==> src/rtl/led_frame_controller.sv <==
// Double-buffered 8x8 red/green frame store with row-scan timing.
// Game logic draws into the back buffer; commits swap buffers only on a frame boundary.
module led_frame_controller #(
  parameter int SCAN_DIV     = 1000,
  parameter bit COPY_ON_SWAP = 1'b1
) (
  input  logic       clock,
  input  logic       reset,
  input  logic       wr_en,
  input  logic [2:0] wr_row,
  input  logic [7:0] wr_red,
  input  logic [7:0] wr_green,
  output logic       wr_ready,
  input  logic       commit,
  output logic       commit_ready,
  output logic       commit_done,
  output logic [7:0] red_array   [8],
  output logic [7:0] green_array [8],
  output logic       scan_tick,
  output logic [2:0] row_index,
  output logic       frame_start
);

  localparam int            PW      = (SCAN_DIV > 1) ? $clog2(SCAN_DIV) : 1;
  localparam logic [PW-1:0] PS_LAST = PW'(SCAN_DIV - 1);

  typedef enum logic [1:0] {S_IDLE, S_PENDING, S_COPY} state_t;

  state_t        r_state;
  logic [PW-1:0] r_prescale;
  logic [2:0]    r_row;
  logic          r_front_sel;
  logic [2:0]    r_copy_idx;
  logic          r_commit_done;
  logic [7:0]    r_red   [2][8];
  logic [7:0]    r_green [2][8];

  logic w_scan_tick;
  logic w_frame_start;
  logic w_back_sel;
  logic w_idle;

  assign w_scan_tick   = (r_prescale == PS_LAST);
  assign w_frame_start = w_scan_tick && (r_row == 3'd7);
  assign w_back_sel    = ~r_front_sel;
  assign w_idle        = (r_state == S_IDLE);

  always_ff @(posedge clock or negedge reset) begin
    if (!reset) begin
      r_prescale <= '0;
      r_row      <= '0;
    end else if (w_scan_tick) begin
      r_prescale <= '0;
      r_row      <= r_row + 3'd1;
    end else begin
      r_prescale <= r_prescale + 1'b1;
    end
  end

  always_ff @(posedge clock or negedge reset) begin
    if (!reset) begin
      r_state       <= S_IDLE;
      r_front_sel   <= 1'b0;
      r_copy_idx    <= '0;
      r_commit_done <= 1'b0;
      for (int b = 0; b < 2; b++) begin
        for (int r = 0; r < 8; r++) begin
          r_red[b][r]   <= '0;
          r_green[b][r] <= '0;
        end
      end
    end else begin
      r_commit_done <= 1'b0;
      case (r_state)
        S_IDLE: begin
          if (wr_en) begin
            r_red[w_back_sel][wr_row]   <= wr_red;
            r_green[w_back_sel][wr_row] <= wr_green;
          end
          // A commit seen on the boundary edge itself is only armed here, so it waits a full frame.
          if (commit) r_state <= S_PENDING;
        end
        S_PENDING: begin
          if (w_frame_start) begin
            r_front_sel   <= ~r_front_sel;
            r_commit_done <= 1'b1;
            r_copy_idx    <= '0;
            r_state       <= COPY_ON_SWAP ? S_COPY : S_IDLE;
          end
        end
        S_COPY: begin
          r_red[w_back_sel][r_copy_idx]   <= r_red[r_front_sel][r_copy_idx];
          r_green[w_back_sel][r_copy_idx] <= r_green[r_front_sel][r_copy_idx];
          r_copy_idx                      <= r_copy_idx + 3'd1;
          if (r_copy_idx == 3'd7) r_state <= S_IDLE;
        end
        default: r_state <= S_IDLE;
      endcase
    end
  end

  for (genvar gi = 0; gi < 8; gi++) begin : g_front
    assign red_array[gi]   = r_red[r_front_sel][gi];
    assign green_array[gi] = r_green[r_front_sel][gi];
  end

  assign wr_ready     = w_idle;
  assign commit_ready = w_idle;
  assign commit_done  = r_commit_done;
  assign scan_tick    = w_scan_tick;
  assign row_index    = r_row;
  assign frame_start  = w_frame_start;

endmodule

==> config.mk <==
export PLATFORM = sky130hd
export DESIGN_NAME = led_frame_controller
export DESIGN_NICKNAME = d
export VERILOG_FILES = /design/src/rtl/led_frame_controller.sv
export SDC_FILE = /design/constraint.sdc
export NUM_CORES = 1
export LEC_CHECK = 0
export CAP_MARGIN = 40
export CORE_AREA = 10 10 277 146
export DETAILED_ROUTE_END_ITERATION = 8
export DIE_AREA = 0 0 287 156
export DONT_BUFFER_PORTS = 1
export PLACE_DENSITY_LB_ADDON = 0.12
export SYNTH_ARGS = -nofsm -noshare
export SYNTH_HDL_FRONTEND = slang
export SYNTH_SLANG_ARGS = --single-unit
==> constraint.sdc <==
create_clock -name clock -period 5.1 [get_ports clock]
set_input_delay 1.02 -clock clock [delete_from_list [all_inputs] [get_ports clock]]
set_output_delay 1.02 -clock clock [all_outputs]
set_load 0.1 [all_outputs]
# Word level (Yosys, flattened, before mapping)
# Index checks and enable logic that the tools add are counted.
# Widths: inputs -> output; s select.
[word_totals]
reg_bits = 276
latch_bits = 0
ramBits = 0
rom_bits = 0
out_inout_bits = 136
word_cells = 110
mem_count = 0
[op_classes]
n_addsub = 3
multipliers = 0
div_mod_pow = 0
magnitude_cmp = 7
n_eq_ne = 9
shift = 0
mux = 37
n_bitwise = 5
n_reduce_logical = 11
[op_table]
columns = ["cell", "count"]
rows = [
  ["$bwmux 128", 4],
  ["$mux 64", 8],
  ["$pmux 128 s2", 2],
  ["$mux 128", 2],
  ["$demux 64 s1", 2],
  ["$bmux 8 s3", 2],
  ["$demux 8 s3", 2],
  ["$mux 8", 6],
  ["$add 10x1->10 const B", 1],
  ["$eq 10x10->1 const B", 1],
  ["$mux 10", 1],
  ["$ge 4x4->1 const B", 2],
  ["$lt 4x1->1 const B", 2],
  ["$ne 2x2->1 const B", 4],
  ["$not 3->4", 2],
  ["$add 3x1->3 const B", 2],
  ["$eq 3x3->1 const B", 2],
  ["$mux 2", 3],
  ["$pmux 2 s3", 1],
  ["$pmux 3 s2", 1],
  ["$reduce_and 2->1", 3],
  ["$ge 2x2->1 const B", 2],
  ["$logic_and 1x1->1", 4],
  ["$not 1->2", 2],
  ["other kinds (9)", 11],
]

# Depth between registers and ports, before layout
[logic_depth]
ltp_word = 10
ltp_mapped = 11

# Least setup slack after synthesis
# No wires, ideal clock.
[synth_timing]
path_type = "register to output"
startpoint = "register r_state[0]"
endpoint = "output port wr_ready"
t_arrival_ns = 2.327
t_required_ns = 4.080
setup_slack_ns = 1.753
path_stages_with_launch = 4
path_buffers = 2
cell_sequence = "dfrtp_1 clkbuf_1 nor2_1 buf_4"
[synth_via]
elab_chain_cells = 1
[synth_lines]
columns = ["item", "line_no", "source"]
rows = [
  ["from (decl)", "29", "state_t r_state;"],
  ["from (signal assigned)", "88", "r_state <= COPY_ON_SWAP ? S_COPY : S_IDLE;"],
  ["$logic_not 2->1", "46", "assign w_idle = (r_state == S_IDLE);"],
  ["to (decl)", "13", "output logic wr_ready,"],
]
# No other way between the ends.

==> tab_implementation.tex <==
\begin{tabular}{lr}
\hline
Metric & Value \\
\hline
\multicolumn{2}{l}{\textbf{Synth}} \\
Share of the synthesized area in the top cell type & 0.437 \\
Area fraction in compound gates after synthesis & 0.235 \\
Xor-xnor portion of the synthesized cell area & 0.00443 \\
Number of enable flip-flop cells after synthesis & 0 \\
Post-Synthesis Cell Area & 15,800 sq um \\
Number of different library cells in the post-synthesis netlist & 64 \\
Post-synthesis net count & 1,709 \\
Fraction of synthesized area in multiplexers & 0.0940 \\
Post-synthesis share of cell area spent on and, or, nand and nor gates & 0.173 \\
Synth area leader & sky130\_fd\_sc\_hd\_\_dfrtp\_1 \\
Top FF cell, synth & sky130\_fd\_sc\_hd\_\_dfrtp\_1 \\
Register area share after synthesis & 0.437 \\
Share of flip-flops with an asynchronous set or reset & 1.00 \\
Syn\_area\_per\_cell & 9.40 sq um \\
Fraction of the mapped netlist area in adder cells & 0.00396 \\
Register bit total from synthesis & 276 \\
Synth warnings & 0 \\
Top cells by area, synth & sky130\_fd\_sc\_hd\_\_dfrtp\_1, sky130\_fd\_sc\_hd\_\_nand2\_1, sky130\_fd\_sc\_hd\_\_mux2\_2 \\
Gate count after technology mapping & 1,681 \\
Combinational family with the most area after synthesis & compound AO/OA/AOI/OAI gates \\
\multicolumn{2}{l}{\textbf{Clock network}} \\
CTS H-tree depth & 1 \\
CTS buffer count & 28 \\
Number of clock sinks & 276 \\
\# Post-CTS Setup Buffers & 0 \\
Post-CTS clock slew at the launch and capture registers of the worst setup and hold paths & 0.06 ns \\
Number of buffers on the longest clock path & 3 \\
Clock tree from TritonCTS & done \\
Source-to-sink clock delay at the later pin of the worst-skew pair & 0.58 ns \\
CTS Root Buffer Type & sky130\_fd\_sc\_hd\_\_clkbuf\_16 \\
Number of buffers inserted for hold repair after clock tree synthesis & 0 \\
Cts repair resizes & 0 \\
\multicolumn{2}{l}{\textbf{Status}} \\
Run status & completed \\
\multicolumn{2}{l}{\textbf{Worst setup path}} \\
Number of buffer and inverter instances along the worst setup path & 3 \\
CP Capture Type & primary output \\
Cell with the largest stage delay on the worst path & sky130\_fd\_sc\_hd\_\_dfrtp\_4 \\
Critical Path, Cell by Cell & buf\_12 -> buf\_4 -> mux2\_1 -> buf\_16 \\
Worst path required time & 4.08 ns \\
Arrival @ worst endpoint & 2.95 ns \\
Critical-path maximum fanout & 53 \\
Maximum cell stage delay along the critical path & 0.91 ns \\
Crit Path Class & reg -> out \\
CP delay by family, top & flip-flops \\
Kind of launch point of the worst setup path & flip-flop \\
\multicolumn{2}{l}{\textbf{Detailed routing}} \\
Via/cell ratio & 6.83 \\
Average wire per cell in the routed design & 28.2 microns \\
DRC violation total after the first TritonRoute iteration & 2,022 \\
Total vias in the final route & 14,700 \\
Total Wirelength & 60,800 microns \\
Pre-Repair DR Iteration Count & 8 \\
Residual DRC & 0 \\
Number of nets with antenna violations after detailed routing & 0 \\
\multicolumn{2}{l}{\textbf{Power}} \\
Worst vdd ir & 0.000204 V \\
Internal power & 3660 uW \\
Part of the power in registers & 0.465 \\
Sw Share & 0.265 \\
Net switching component of the power & 1320 uW \\
Share of power burned in the clock network & 0.442 \\
Leakage power & 0.00718 uW \\
Pwr dens & 270 nW/um\^{}2 \\
Gate power share & 0.093 \\
\multicolumn{2}{l}{\textbf{Floorplan}} \\
I/O pin cnt & 159 \\
Die outline area & 44,800 sq um \\
\# rows & 49 \\
Initial core utilization & 0.444 \\
Core Box Area & 35,600 sq um \\
Horiz. Die Dim & 287 microns \\
Die extent in y & 156 microns \\
\multicolumn{2}{l}{\textbf{Layout}} \\
Number of nets in the final layout & 1,678 \\
Most frequent cells in the layout & sky130\_fd\_sc\_hd\_\_dfrtp\_1, sky130\_fd\_sc\_hd\_\_nand2\_1, sky130\_fd\_sc\_hd\_\_nand3\_1 \\
Share of layout cells above drive strength 1 & 0.178 \\
Filler Cell Count & 3,114 \\
Commonest non-fill, non-tap cell in the layout & sky130\_fd\_sc\_hd\_\_dfrtp\_1 \\
Diode insertion count for antenna repair & 0 \\
Number of non-filler instances in the completed layout & 2,155 \\
Layout area overhead & 16.5\% \\
\multicolumn{2}{l}{\textbf{Timing}} \\
Final number of hold-violating endpoints & 0 \\
Upper clock frequency limit & 0.252 GHz \\
Fin crit share & 0.778 \\
Setup skew after layout & 0.0199 ns \\
Final max-slew violation count & 0 \\
Least-Margin Pin Slew & 0.977 ns \\
Worst slew slack as a fraction of its limit & 0.348 \\
Crit path time final & 3.97 ns \\
Sum of negative setup slack & 0 ns \\
Finish-stage setup viols & 0 \\
Unrepaired setup endpoints after global routing & false \\
Least setup slack across all paths after layout & 1.13 ns \\
\multicolumn{2}{l}{\textbf{Run}} \\
Max\_cap viols & 0 \\
\multicolumn{2}{l}{\textbf{Placed design}} \\
Final weighted congestion in routability-driven placement & 0.880 \\
Number of buffers added on ports & 0 \\
HPWL reported at the end of detailed placement & 41,600 microns \\
Placed cell count & 2,103 \\
Pre-CTS setup slack & 1.38 ns \\
\multicolumn{2}{l}{\textbf{GRT}} \\
Global-route usage over all layers & 0.264 \\
Sum of overflow across all layers after global routing & 0 \\
Pin count of the biggest net entering global routing & 277 \\
Global-route wire length before repair & 92,500 microns \\
Antenna violations before repair & 2 \\
Vias in the first global route & 14,500 \\
\multicolumn{2}{l}{\textbf{Hold path}} \\
Class of the tightest hold or removal check & in -> async \\
\hline
\end{tabular}
==> flip-flops by register name, indices dropped and copies added (netlist names) <==
signal / flops
r_copy_idx: 3
r_front_sel: 1
commit_done: 1
r_red: 128
r_prescale: 10
r_state: 2
r_green: 128
row_index: 3
==> worst paths after layout <==
path | start | endpoint | slack, ns | cells after the start
min reg2reg | r_prescale[0] | r_prescale[0] | 0.49 | 1
max in group asynchronous | reset | r_red[77] | 4.34 | 0
max | r_front_sel | green_array[61] | 1.13 | 4
min | reset | r_prescale[7] | 0.16 | 0
max reg2reg | r_front_sel | r_green[108] | 1.27 | 6
min in group clock | r_prescale[0] | r_prescale[0] | 0.49 | 1
==> stage by stage <==
step	util	cell area, sq um	hold WS, ns	power, uW
finish	0.518	18400	0.156	4980
global route	0.518	18400	0.132	5130
CTS	0.518	18400	0.143	4990
detailed placement	0.491	17400	0.476	2820
global placement	0.449	16000	0.467	2740
floorplan	-	15800	0.448	2680
==> metal layers <==
layer | track usage | up-vias | share of wire
met5 | 0 | - | 0
met4 | 0.0772 | 0 | 0.028
met3 | 0.0819 | 118 | 0.12
met2 | 0.395 | 891 | 0.44
met1 | 0.361 | 7441 | 0.41
li1 | - | 6272 | -
==> Yosys cell counts (48+ instances only) <==
master,count
sky130_fd_sc_hd__dfrtp_1,276
sky130_fd_sc_hd__clkbuf_1,93
sky130_fd_sc_hd__nor2_1,87
sky130_fd_sc_hd__o22ai_1,67
sky130_fd_sc_hd__mux2_1,48
sky130_fd_sc_hd__mux2_2,79
sky130_fd_sc_hd__o221ai_1,66
sky130_fd_sc_hd__nand3_1,139
sky130_fd_sc_hd__o21ai_0,116
sky130_fd_sc_hd__a31oi_1,128
sky130_fd_sc_hd__nand2_1,250
sky130_fd_sc_hd__o211ai_1,59
==> power groups by stage <==
stage,logic [uW],clock network (uW),registers [uW]
after floorplan,343,0,2340
after global placement,384,0,2350
after detailed placement,462,0,2360
after CTS,462,2220,2310
after global routing,486,2320,2320
final,464,2200,2320
==> layout make-up <==
type                       count  area (sq um)  area share
clock buffer                  39           843      0.0458
inverter                       2          7.51    0.000408
sequential                   276          6910       0.375
clock inverter                12           116     0.00632
tap                          484           606      0.0329
multi-input combinational   1242          8100       0.440
timing repair buffer         100          1830      0.0995
==> logic make-up (layout without fill, tap and decap cells) <==
logic type	Yosys count	in the layout
compound gates	537	537
xor+xnor	8	8
fa+ha+maj	5	5
buf+inv	163	153
flops	276	276
mux	131	131
simple gates	561	561
No activity file was read; power rests on OpenSTA's default activity.
